**config.mk**
```make
export PLATFORM = sky130hd
export DESIGN_NAME = fifo_read_ctrl
export DESIGN_NICKNAME = d
export VERILOG_FILES = /design/src/rtl/fifo_pkg.sv /design/src/rtl/fifo_rd_buffer.sv /design/src/rtl/fifo_read_ctrl.sv
export SDC_FILE = /design/constraint.sdc
export NUM_CORES = 1
export LEC_CHECK = 0
export ABC_AREA = 1
export BUFFER_PORTS_ARGS = -buffer_cell sky130_fd_sc_hd__buf_2
export CAP_MARGIN = 20
export CORE_MARGIN = 10
export CORE_UTILIZATION = 30
export CTS_CLUSTER_SIZE = 14
export DETAILED_ROUTE_END_ITERATION = 8
export GPL_TIMING_DRIVEN = 0
export RECOVER_POWER = 50
export SLEW_MARGIN = 20
export SYNTH_ARGS = -nofsm -noshare
export SYNTH_HDL_FRONTEND = slang
export SYNTH_HIERARCHICAL = 1
export SYNTH_SLANG_ARGS = --single-unit
export TNS_END_PERCENT = 100
```
**constraint.sdc**
```tcl
create_clock -name read_clock -period 4.45 [get_ports read_clock]
set_clock_uncertainty 0.2 [all_clocks]
set_input_delay 0.445 -clock read_clock [delete_from_list [all_inputs] [get_ports read_clock]]
set_output_delay 0.445 -clock read_clock [all_outputs]
set_load 0.1 [all_outputs]
```
**src/rtl/fifo_pkg.sv**
```systemverilog
// fifo_pkg
//   Shared constants for the fifo block.
//   FIFO_RD_LATENCY    : cycles from read strobe to valid q
//   DEFAULT_DATA_WIDTH : default word width
//   DEFAULT_SIZE_BITS  : default log2 of the read-side prefetch buffer depth
package fifo_pkg;

  localparam int FIFO_RD_LATENCY    = 1;
  localparam int DEFAULT_DATA_WIDTH = 32;
  localparam int DEFAULT_SIZE_BITS  = 2;

endpackage

```
**src/rtl/fifo_rd_buffer.sv**
```systemverilog
// fifo_rd_buffer
//   Circular prefetch buffer for the FIFO read side. Push writes at wr_ptr,
//   pop advances rd_ptr; head_data always shows the entry at rd_ptr.
//   Ports:
//     read_clock  in   clock
//     reset       in   asynchronous, active-high
//     push        in   write push_data into the buffer
//     push_data   in   word to store
//     pop         in   consume head entry (caller guarantees occ != 0)
//     occ         out  number of stored entries, 0..BUF_DEPTH
//     head_data   out  oldest stored word
module fifo_rd_buffer
  import fifo_pkg::*;
#(
  parameter int DATA_WIDTH = DEFAULT_DATA_WIDTH,
  parameter int BUF_DEPTH  = 4,
  parameter int BUF_BITS   = DEFAULT_SIZE_BITS
) (
  input  logic                  read_clock,
  input  logic                  reset,
  input  logic                  push,
  input  logic [DATA_WIDTH-1:0] push_data,
  input  logic                  pop,
  output logic [BUF_BITS:0]     occ,
  output logic [DATA_WIDTH-1:0] head_data
);

  logic [DATA_WIDTH-1:0] mem [BUF_DEPTH];
  logic [BUF_BITS-1:0]   wr_ptr;
  logic [BUF_BITS-1:0]   rd_ptr;

  // Pointers wrap naturally because BUF_DEPTH is a power of two.
  always_ff @(posedge read_clock or posedge reset) begin
    if (reset) begin
      wr_ptr <= '0;
      rd_ptr <= '0;
      occ    <= '0;
      for (int i = 0; i < BUF_DEPTH; i++) mem[i] <= '0;
    end else begin
      if (push) begin
        mem[wr_ptr] <= push_data;
        wr_ptr      <= wr_ptr + 1'b1;
      end
      if (pop) rd_ptr <= rd_ptr + 1'b1;
      case ({push, pop})
        2'b10:   occ <= occ + 1'b1;
        2'b01:   occ <= occ - 1'b1;
        default: occ <= occ;
      endcase
    end
  end

  assign head_data = mem[rd_ptr];

endmodule

```
**src/rtl/fifo_read_ctrl.sv**
```systemverilog
// fifo_read_ctrl
//   Read-side drain controller. Issues read_enable to the FIFO, captures q one
//   cycle later into a prefetch buffer and presents it on a valid/ready stream.
//   Reads are issued on credit (buffered + in-flight words < BUF_DEPTH), so
//   out_ready never reaches read_enable combinationally.
//   Ports:
//     read_clock   in   clock
//     reset        in   asynchronous, active-high
//     enable       in   allow new FIFO reads
//     fifo_q       in   FIFO read data, valid the cycle after a read
//     fifo_empty   in   FIFO empty flag
//     read_enable  out  FIFO read strobe
//     out_data     out  head word of the prefetch buffer
//     out_valid    out  out_data is valid
//     out_ready    in   downstream accept
//     words_read   out  words captured from the FIFO since reset (wraps)
module fifo_read_ctrl
  import fifo_pkg::*;
#(
  parameter int DATA_WIDTH  = DEFAULT_DATA_WIDTH,
  parameter int BUF_DEPTH   = 4,
  parameter int BUF_BITS    = DEFAULT_SIZE_BITS,
  parameter int COUNT_WIDTH = 16
) (
  input  logic                   read_clock,
  input  logic                   reset,
  input  logic                   enable,
  input  logic [DATA_WIDTH-1:0]  fifo_q,
  input  logic                   fifo_empty,
  output logic                   read_enable,
  output logic [DATA_WIDTH-1:0]  out_data,
  output logic                   out_valid,
  input  logic                   out_ready,
  output logic [COUNT_WIDTH-1:0] words_read
);

  localparam logic [BUF_BITS+1:0] DEPTH_CREDIT = (BUF_BITS + 2)'(BUF_DEPTH);

  logic [BUF_BITS:0]          occ;
  logic [FIFO_RD_LATENCY-1:0] inflight;
  logic [BUF_BITS+1:0]        credit_used;
  logic                       push;
  logic                       pop;

  // A single in-flight slot covers the one-cycle FIFO read latency.
  assign push        = inflight[FIFO_RD_LATENCY-1];
  assign credit_used = {1'b0, occ} + {{(BUF_BITS + 1){1'b0}}, inflight[0]};
  assign read_enable = ~reset & enable & ~fifo_empty & (credit_used < DEPTH_CREDIT);
  assign out_valid   = (occ != '0);
  assign pop         = out_valid & out_ready;

  always_ff @(posedge read_clock or posedge reset) begin
    if (reset) begin
      inflight   <= '0;
      words_read <= '0;
    end else begin
      inflight <= FIFO_RD_LATENCY'(read_enable);
      if (push) words_read <= words_read + 1'b1;
    end
  end

  fifo_rd_buffer #(
    .DATA_WIDTH (DATA_WIDTH),
    .BUF_DEPTH  (BUF_DEPTH),
    .BUF_BITS   (BUF_BITS)
  ) u_buffer (
    .read_clock (read_clock),
    .reset      (reset),
    .push       (push),
    .push_data  (fifo_q),
    .pop        (pop),
    .occ        (occ),
    .head_data  (out_data)
  );

endmodule
```
==> results of run 1 <==
## flip-flops by register name (all words and copies together), names as in the netlist
name and count:
u_buffer/mem 128, words_read 16, u_buffer/occ 3, u_buffer/rd_ptr 2, u_buffer/wr_ptr 2, inflight 1
## metrics by stage
step | area (µm²) | TNS (ps) | hold WS, ps
global placement | 7960 | -223640 | 266
finish | 8570 | 0 | 99.7
detailed placement | 7990 | 0 | 253
CTS | 8630 | 0 | 74.5
global route | 8570 | 0 | 123
floorplan | 7130 | 0 | 180
## layout by cell type (no fill, tap or decap), drive strengths merged
cell         count
o21ai          131
ha               6
o211ai          32
nand3           11
inv            116
nand2          294
xor2             7
clkinvlp         5
and2             1
xnor2            8
fa               1
clkinv           3
nand4            5
clkbuf          44
dlygate4sd3      1
buf            110
nor2            76
mux2             1
a31oi            1
nor3             1
or3              1
bufinv           4
dfrtp          152
## area by class of cell
| type | instances | area share (%) |
|---|---|---|
| clock inverters | 11 | 2.01 |
| clock buffers | 21 | 5.25 |
| well taps | 319 | 4.66 |
| inverters | 117 | 5.14 |
| plain buffers | 46 | 2.53 |
| multi-input cells | 576 | 30.8 |
| repair buffers | 88 | 5.21 |
| flip-flops and latches | 152 | 44.4 |
## layer usage
metal	track usage (%)	routed length (µm)
met5	0	13
met4	3.60	193
met2	22.2	9460
met1	18.3	9440
met3	3.58	1130
## how the worst max path moves through the flow
| stage | from | endpoint | slack [ps] | depth (start not counted) |
|---|---|---|---|---|
| 6_report | reset | u_buffer/mem[81]$_DFFE_PP0P_ | 1150 | 4 |
| 5_1_grt | reset | u_buffer/mem[45]$_DFFE_PP0P_ | 650 | 4 |
| 4_1_cts | reset | read_enable | 1200 | 6 |
| 3_5_place_dp | reset | read_enable | 1770 | 5 |
| 3_3_place_gp | reset | u_buffer/mem[80]$_DFFE_PP0P_ | -1670 | 2 |
| 2_1_floorplan | reset | u_buffer/mem[0]$_DFFE_PP0P_ | 190 | 1 |
## repair_timing
item	4_1_cts	5_1_grt
hold endpoints to repair	50	0
setup endpoints to repair	0	0
hold buffers	1	0
## cell families after synthesis
| kind of cell | share of synthesized area [%] |
|---|---|
| compound gates | 12.7 |
| xor+xnor | 1.84 |
| fa+ha+maj | 1.33 |
| buf+inv | 9.34 |
| flops | 53.4 |
| mux | 0.158 |
| simple gates | 21.3 |
## worst reg2reg max path: stages, from the launching register on
cell and delay, ps:
dfrtp_1 430, or3_1 410, and2_0 280, ha_1 310
fa_1 390, nand2_1 90, nand3_1 80, nand2_1 60
nand2_1 40
==> qor.csv, run 1 <==
metric,value,unit
die span in x,174,µm
CTS H-Tree Depth,4,
Total GRT Usage,13.9,%
Final Non-Filler Cells,1330,
r2r setup slk,2050,ps
Hold Crit Depth,3,
die area,0.0303,mm²
register area share after synthesis,53.4,%
synthesized area,0.00713,mm²
vias per std cell,4.57,
Post-synth ARST share,100,%
Slowest Stage Delay on Critical Path,1240,ps
fraction of layout cells with a size suffix above 1,14.4,%
Crit Path Category,in2async,
vias in the first global route,6192,
fmax,0.303,GHz
cells along the critical path,dlygate4sd3_1 -> clkbuf_1 -> clkinvlp_2 -> clkbuf_4,
Antenna Cells,0,
Area Overhead vs Synth,20.2,%
Crit path max-delay family,buffers and inverters,
Yosys top cell by area,dfrtp_1,
Reg area,0.00380,mm²
clock root buffer,clkbuf_16,
final-layout fill cell count,2530,
Inst Count DP,1297,
"EDFF count, synth",0,
max-cap violations,1,
max-slew violations,35,
Slew Limit Headroom,-7.95,%
CTS tree,done,
Hold Path Sink,inflight$_DFF_PP0_,
Core Footprint,0.0234,mm²
Die Y,174,µm
CTS resizes,0,
clk_lat worst skew,430,ps
Port Buffers,86,
YS warnings,6,
initial core utilization,30.5,%
final clock period utilization by the worst path,74.1,%
RSZ-0062 raised after global routing,false,
Mapped Nets,935,
outcome,"finished, violations left",
# rows,56,
wire length of the first global-routing pass,33500,µm
"top cells by area, synth","dfrtp_1 (53%), nand2_1 (15%), o21ai_0 (9.2%)",
Buffers & Inverters on Critical Path,4,
Mapped Cells,891,
HP Start,enable,
routed wire length,20200,µm
grt ovf,0,
clock-pin transition on the worst setup and hold timing paths,60,ps
Slew @ Worst Pin,1610,ps
Worst EP arrival,3390,ps
most frequent cell after synthesis,nand2_1,
FF-to-FF Start,u_buffer/occ[1]$_DFFE_PP0P_,
Final HPWL DP,13900,µm
number of synthesized register bits,152,
vias,6077,
largest buffer count on any clock path,2,
Antenna Nets Post-Route,0,
utilization after layout,36.6,%
FF-to-FF End,u_buffer/occ[2]$_DFFE_PP0P_,
CTS buffer count,17,
Post-Place Setup Slack,1770,ps
Worst EP required,4540,ps
CTS sink count,152,
Multi-input gate area,0.00264,mm²
total setup buffers inserted after CTS,0,
maximum number of pins on one net before global-route repair,103,
setup violators final,0,
length in cells of the worst reg-to-reg path,8,
first-pass iteration count of the detailed router,7,
Yosys cell types,25,
Placer Congestion,0.789,
initial antenna violation count,1,
syn_area_per_cell,8.00,µm²
routed len/inst,15.2,µm
# IOs,87,
crit end category,asynchronous set/reset pin,
final hold violation count,0,
PnR worst setup slack,1150,ps
CP Launch Type,input pin,
initial DRC count,468,
Synth top area share,53.4,%
fin nets,1042,
number of remaining DRC errors,0,
crit path time final,3300,ps
dominant synthesized flop cell,dfrtp_1,
violated checks,"capacitance limit, slew limit",
Worst Path Max Fanout,102,
Critical Path Slowest Stage Cell,clkbuf_4,
Hold Crit Class,in2reg,
most frequent cells after synthesis,"nand2_1 (290), dfrtp_1 (152), o21ai_0 (131)",
Power of run 1 is not shown: default switching activity piles up to over one toggle a cycle in this logic, so the estimate is an artifact.
==> run 2: changes to the inputs <==
Settings changed: ABC_AREA 1 to 0.
Clock period 4.45 ns to 3.4 ns, I/O delays scaled along.
==> run 2 against run 1 <==
Compared with the run above: the run still ends with capacitance limit, slew limit left; worst hold slack worse by 69 ps; cell count is 37% lower; sequential share of layout area rose by 0.23 points.
==> qor.csv, run 2 <==
metric,value,unit,change
outcome,"finished, violations left",,
violated checks,"capacitance limit, slew limit",,
CTS sink count,152,,unchanged
"commonest non-fill, non-tap cell in the layout",dfrtp_1,,
number of synthesized register bits,152,,unchanged
Total GRT Usage,11.4,%,-2.5 points
routed len/inst,18.6,µm,+22%
CTS tree,done,,
register area share after synthesis,56.1,%,+2.7 points
die span in x,170,µm,-2.2%
CTS resizes,0,,unchanged
initial antenna violation count,0,,-1
Crit Path Category,in2out,,
Slowest Stage Delay on Critical Path,530,ps,-710 ps
CTS H-Tree Depth,4,,unchanged
Final HPWL DP,11000,µm,-21%
final clock period utilization by the worst path,84.3,%,
synthesized area,0.00678,mm²,-4.9%
vias in the first global route,4571,,-26%
syn_area_per_cell,16.6,µm²,+110%
Area Overhead vs Synth,25.8,%,
fmax,0.349,GHz,
fin nets,596,,-43%
Antenna Nets Post-Route,0,,unchanged
FF-to-FF Start,u_buffer/occ[1]$_DFFE_PP0P_,,
most frequent cells after synthesis,"dfrtp_1 (152), mux2_2 (121), mux4_2 (28)",,
vias,3954,,-35%
CP Launch Type,input pin,,
Largest regs,"u_buffer/mem: 128 flops, words_read: 16 flops, u_buffer/occ: 3 flops",,
length in cells of the worst reg-to-reg path,7,,-1
FF-to-FF End,u_buffer/occ[2]$_DFFE_PP0P_,,
"EDFF count, synth",0,,unchanged
Core Footprint,0.0220,mm²,-5.9%
CTS buffer count,17,,unchanged
RSZ-0062 raised after global routing,false,,
routed wire length,15700,µm,-23%
first-pass iteration count of the detailed router,4,,-3
r2r setup slk,940,ps,-1110 ps
setup violators final,0,,unchanged
TNS Setup,0,ps,unchanged
Yosys top cell by area,dfrtp_1,,
most frequent cell after synthesis,dfrtp_1,,
Post-synth ARST share,100,%,unchanged
Critical Path Slowest Stage Cell,dlygate4sd3_1,,
max-cap violations,2,,+1
Port Buffers,86,,unchanged
Hold Crit Class,in2reg,,
total setup buffers inserted after CTS,0,,unchanged
die area,0.0290,mm²,-4.3%
number of remaining DRC errors,0,,unchanged
"top cells by area, synth","dfrtp_1 (56%), mux2_2 (20%), mux4_2 (9.3%)",,
Worst EP arrival,2330,ps,-1060 ps
GRT busiest layer,met2,,
# rows,54,,-3.6%
maximum number of pins on one net before global-route repair,36,,-65%
Worst Path Max Fanout,18,,-82%
grt met3 use,3.98,%,+0.40 points
HP Start,fifo_q[25],,
Slew @ Worst Pin,1540,ps,-74.1 ps
cells along the critical path,dlygate4sd3_1 -> clkbuf_1 -> inv_1 -> nand3_1 -> a31oi_1 -> buf_2,,
dominant synthesized flop cell,dfrtp_1,,
wire length of the first global-routing pass,25500,µm,-24%
clock-pin transition on the worst setup and hold timing paths,60,ps,about the same
Die Y,170,µm,-2.2%
clk_lat worst skew,410,ps,-20 ps
Mapped Nets,453,,-52%
CTS Hold Bufs,34,,+33
crit path time final,2870,ps,
vias per std cell,4.68,,+2.5%
Antenna Cells,0,,unchanged
M1 GR Usage,13.8,%,-4.5 points
grt ovf,0,,unchanged
initial core utilization,30.8,%,+0.32 points
final-layout fill cell count,2053,,-19%
Worst EP required,2860,ps,-1680 ps
crit end category,primary output,,
Largest register FFs,128,,unchanged
final hold violation count,0,,unchanged
largest buffer count on any clock path,2,,unchanged
clock root buffer,clkbuf_16,,
fraction of layout cells with a size suffix above 1,50.7,%,+36 points
most flop-heavy register,u_buffer/mem,,
met2 usage,19.1,%,-3.0 points
YS warnings,6,,unchanged
max-slew violations,62,,+77%
Slew Limit Headroom,-2.42,%,+5.5 points
Hold Path Sink,u_buffer/mem[57]$_DFFE_PP0P_,,
Yosys cell types,30,,+20%
Mapped Cells,409,,-54%
Synth top area share,56.1,%,+2.7 points
initial DRC count,148,,-68%
Hold Crit Depth,2,,-1
# IOs,87,,unchanged
Placer Congestion,0.715,,-9.3%
most frequent cells in the layout,"dfrtp_1 (152), mux2_2 (121), buf_2 (88)",,
[run 2: how the worst max path moves through the flow]
| stage | start | end | slack (ps) | depth (start not counted) |
|---|---|---|---|---|
| after floorplan | reset | read_enable | 420 | 3 |
| after global placement | reset | u_buffer/mem[111]$_DFFE_PP0P_ | 440 | 2 |
| after detailed placement | u_buffer/occ[1]$_DFFE_PP0P_ | u_buffer/occ[2]$_DFFE_PP0P_ | 980 | 7 |
| after CTS | reset | read_enable | 450 | 6 |
| after global routing | reset | u_buffer/mem[9]$_DFFE_PP0P_ | 240 | 5 |
| final | reset | read_enable | 530 | 6 |
[run 2: worst max-delay path, delay by kind of cell]
family / cells / cell delay, ps
compound gates: 1 / 220
simple gates: 1 / 140
buf+inv: 4 / 1620
[run 2: logic make-up (layout without fill, tap and decap cells)]
family          after synthesis  after routing  synth area share, %
fa+ha+maj                     7              7                 1.40
mux                         162            162                 32.4
compound gates                3              3                0.240
simple gates                 37             37                 3.38
flops                       152            152                 56.1
buf+inv                      28            183                 3.87
xor+xnor                     20             20                 2.58
[run 2: layout make-up]
class	count	area, µm²	area share, %
timing repair buffer	124	826	9.68
buffer	22	225	2.64
inverter	6	23.8	0.279
multi-input combinational	229	2660	31.2
clock buffer	21	470	5.52
tap	280	350	4.11
clock inverter	10	166	1.95
sequential	152	3800	44.6
[run 2: layer usage]
metal,share of wire [%],vias to the layer above
met4,0.43,0
met1,44,2101
li1,-,1779
met5,0,-
met2,51,68
met3,4.6,6
[run 2: per-stage QoR]
step,utilization [%],instances,worst slack (ps),cell area (µm²),hold WS [ps]
after floorplan,-,409,423,6790,74.6
after global placement,34.4,775,438,7570,258
after detailed placement,34.7,779,983,7650,94.6
after CTS,39.2,844,446,8620,5.26
after global routing,38.7,844,243,8530,16.7
final,38.7,844,534,8530,30.5
Power of run 2 is left out for the same reason.
==> run 3: changes to the inputs <==
Settings changed: ABC_AREA 0 to 1.
Clock period 3.4 ns to 2.4 ns, I/O delays scaled along.
==> run 3 against run 2 <==
Compared with the run above: die area is 4.5% higher; worst hold slack got worse by 5.1 ps; the flow now finishes without violations; global-route usage increased by 2.5 points; first-iteration DRC count rose to 3.0 times the previous value; count of clock-buffer cells in the layout up 4; via count grew 56%; cell count increased by 62%; core utilization about the same; sequential share of layout area decreased by 2.7 points; register-to-register slack worse by 820 ps; non-clock buffer count up 28.
==> qor.csv, run 3 (synthesis gave the netlist of run 1 again) <==
metric,value,unit,change
outcome,"finished, final reports clean",,
Slew Limit Headroom,48.4,%,+51 points
clock root buffer,clkbuf_16,,
initial DRC count,446,,+200%
total setup buffers inserted after CTS,0,,unchanged
initial antenna violation count,0,,unchanged
CTS tree,done,,
Antenna Cells,0,,unchanged
Hold Crit Depth,3,,+1
grt ovf,0,,unchanged
final-layout fill cell count,2474,,+21%
max-cap violations,0,,-2
clock-pin transition on the worst setup and hold timing paths,60,ps,about the same
Inst Count DP,1301,,+67%
CTS sink count,152,,unchanged
Final HPWL DP,14300,µm,+30%
wire length of the first global-routing pass,33700,µm,+32%
CP Launch Type,register,,
length in cells of the worst reg-to-reg path,8,,+1
CTS H-Tree Depth,4,,unchanged
fin nets,1082,,+82%
Worst EP arrival,1890,ps,-440 ps
FF-to-FF End,u_buffer/occ[2]$_DFFE_PP0P_,,
final hold slack,25.4,ps,-5.08 ps
setup violators final,0,,unchanged
Total GRT Usage,13.9,%,+2.5 points
Placer Congestion,0.788,,+10%
die span in x,174,µm,+2.2%
largest buffer count on any clock path,2,,unchanged
fraction of layout cells with a size suffix above 1,14.6,%,-36 points
Largest register FFs,128,,unchanged
die area,0.0303,mm²,+4.5%
routed len/inst,15.0,µm,-19%
Hold Path Sink,u_buffer/rd_ptr[0]$_DFFE_PP0P_,,
Antenna Nets Post-Route,0,,unchanged
routed wire length,20600,µm,+32%
Hold Crit Class,in2reg,,
Port Buffers,86,,unchanged
# IOs,87,,unchanged
max-slew violations,0,,-100%
first-pass iteration count of the detailed router,4,,unchanged
most flop-heavy register,u_buffer/mem,,
CTS buffer count,17,,unchanged
TNS Setup,0,ps,unchanged
Largest regs,"u_buffer/mem: 128 flops, words_read: 16 flops, u_buffer/occ: 3 flops",,
initial core utilization,30.5,%,-0.32 points
vias per std cell,4.52,,-3.6%
Slew @ Worst Pin,774,ps,-763 ps
r2r setup slk,120,ps,-820 ps
Core Footprint,0.0234,mm²,+6.2%
Worst Path Max Fanout,10,,-8
crit end category,primary output,,
FF-to-FF Start,u_buffer/occ[1]$_DFFE_PP0P_,,
fmax,0.430,GHz,
vias in the first global route,6359,,+39%
"commonest non-fill, non-tap cell in the layout",nand2_1,,
Crit Path Category,reg2out,,
final clock period utilization by the worst path,96.9,%,
vias,6187,,+56%
Worst EP required,1960,ps,-900 ps
most frequent cells in the layout,"nand2_1 (294), dfrtp_1 (151), o21ai_0 (131)",,
# rows,56,,+3.7%
maximum number of pins on one net before global-route repair,31,,-14%
Final Non-Filler Cells,1370,,+62%
Die Y,174,µm,+2.2%
HP Start,out_ready,,
final hold violation count,0,,unchanged
crit path time final,2330,ps,
utilization after layout,38.8,%,about the same
number of remaining DRC errors,0,,unchanged
clk_lat worst skew,420,ps,about the same
RSZ-0062 raised after global routing,false,,
Area Overhead vs Synth,27.2,%,
## run 3: changes by cell type in the layout (fill, tap and decap cells not counted), moves of 32 or more
| cell | previous run | this run |
|---|---|---|
| buf_2 | 88 | 52 |
| buf_4 | 0 | 33 |
| inv_1 | 5 | 115 |
| mux2_2 | 121 | 1 |
| nand2_1 | 15 | 294 |
| nor2_1 | 5 | 75 |
| o211ai_1 | 0 | 32 |
| o21ai_0 | 2 | 131 |
## run 3: critical path: stages (launching register included)
cell and delay, ps:
dfrtp_1 370, buf_2 200, buf_2 300, o211ai_1 140, nand2_1 140, buf_4 310
## run 3: repair_timing
item	4_1_cts	5_1_grt
hold buffers	37	0
endpoints found under the hold margin	201	0
cloned	0	0
endpoints found under the setup margin	30	9
resized for setup	34	10
## run 3: worst max path at each step
stage | start | to | slack, ps
floorplan | u_buffer/occ[1]$_DFFE_PP0P_ | u_buffer/occ[2]$_DFFE_PP0P_ | 50
global placement | reset | u_buffer/mem[80]$_DFFE_PP0P_ | -740
detailed placement | u_buffer/occ[1]$_DFFE_PP0P_ | u_buffer/occ[2]$_DFFE_PP0P_ | 80
CTS | u_buffer/rd_ptr[1]$_DFFE_PP0P_ | out_data[11] | 2
global route | u_buffer/rd_ptr[0]$_DFFE_PP0P_ | out_data[31] | 4
finish | u_buffer/rd_ptr[0]$_DFFE_PP0P_ | out_data[29] | 70
## run 3: cell type report
type	count	area [µm²]	share of cell area (%)
tap	319	399	4.40
inverter	117	443	4.88
clock inverter	7	91.3	1.01
multi-input combinational	576	2650	29.2
buffer	46	226	2.50
sequential	152	3800	42.0
clock buffer	25	495	5.46
timing repair buffer	128	963	10.6
## run 3: stage by stage
step                      setup slack, ps  instance area [µm²]
after floorplan                      52.8                 7140
after global placement               -743                 7970
after detailed placement             81.9                 8080
after CTS                            1.84                 9120
after global routing                 3.55                 9070
final                                74.4                 9070
## run 3: metal layers
| metal | vias to the layer above | routed length, µm | GRT usage [%] |
|---|---|---|---|
| li1 | 3060 | - | - |
| met1 | 2929 | 9250 | 17.2 |
| met2 | 174 | 9650 | 22.7 |
| met3 | 24 | 1400 | 4.81 |
| met4 | 0 | 299 | 3.46 |
| met5 | - | 0 | 0 |
Power of run 3 is left out for the same reason.
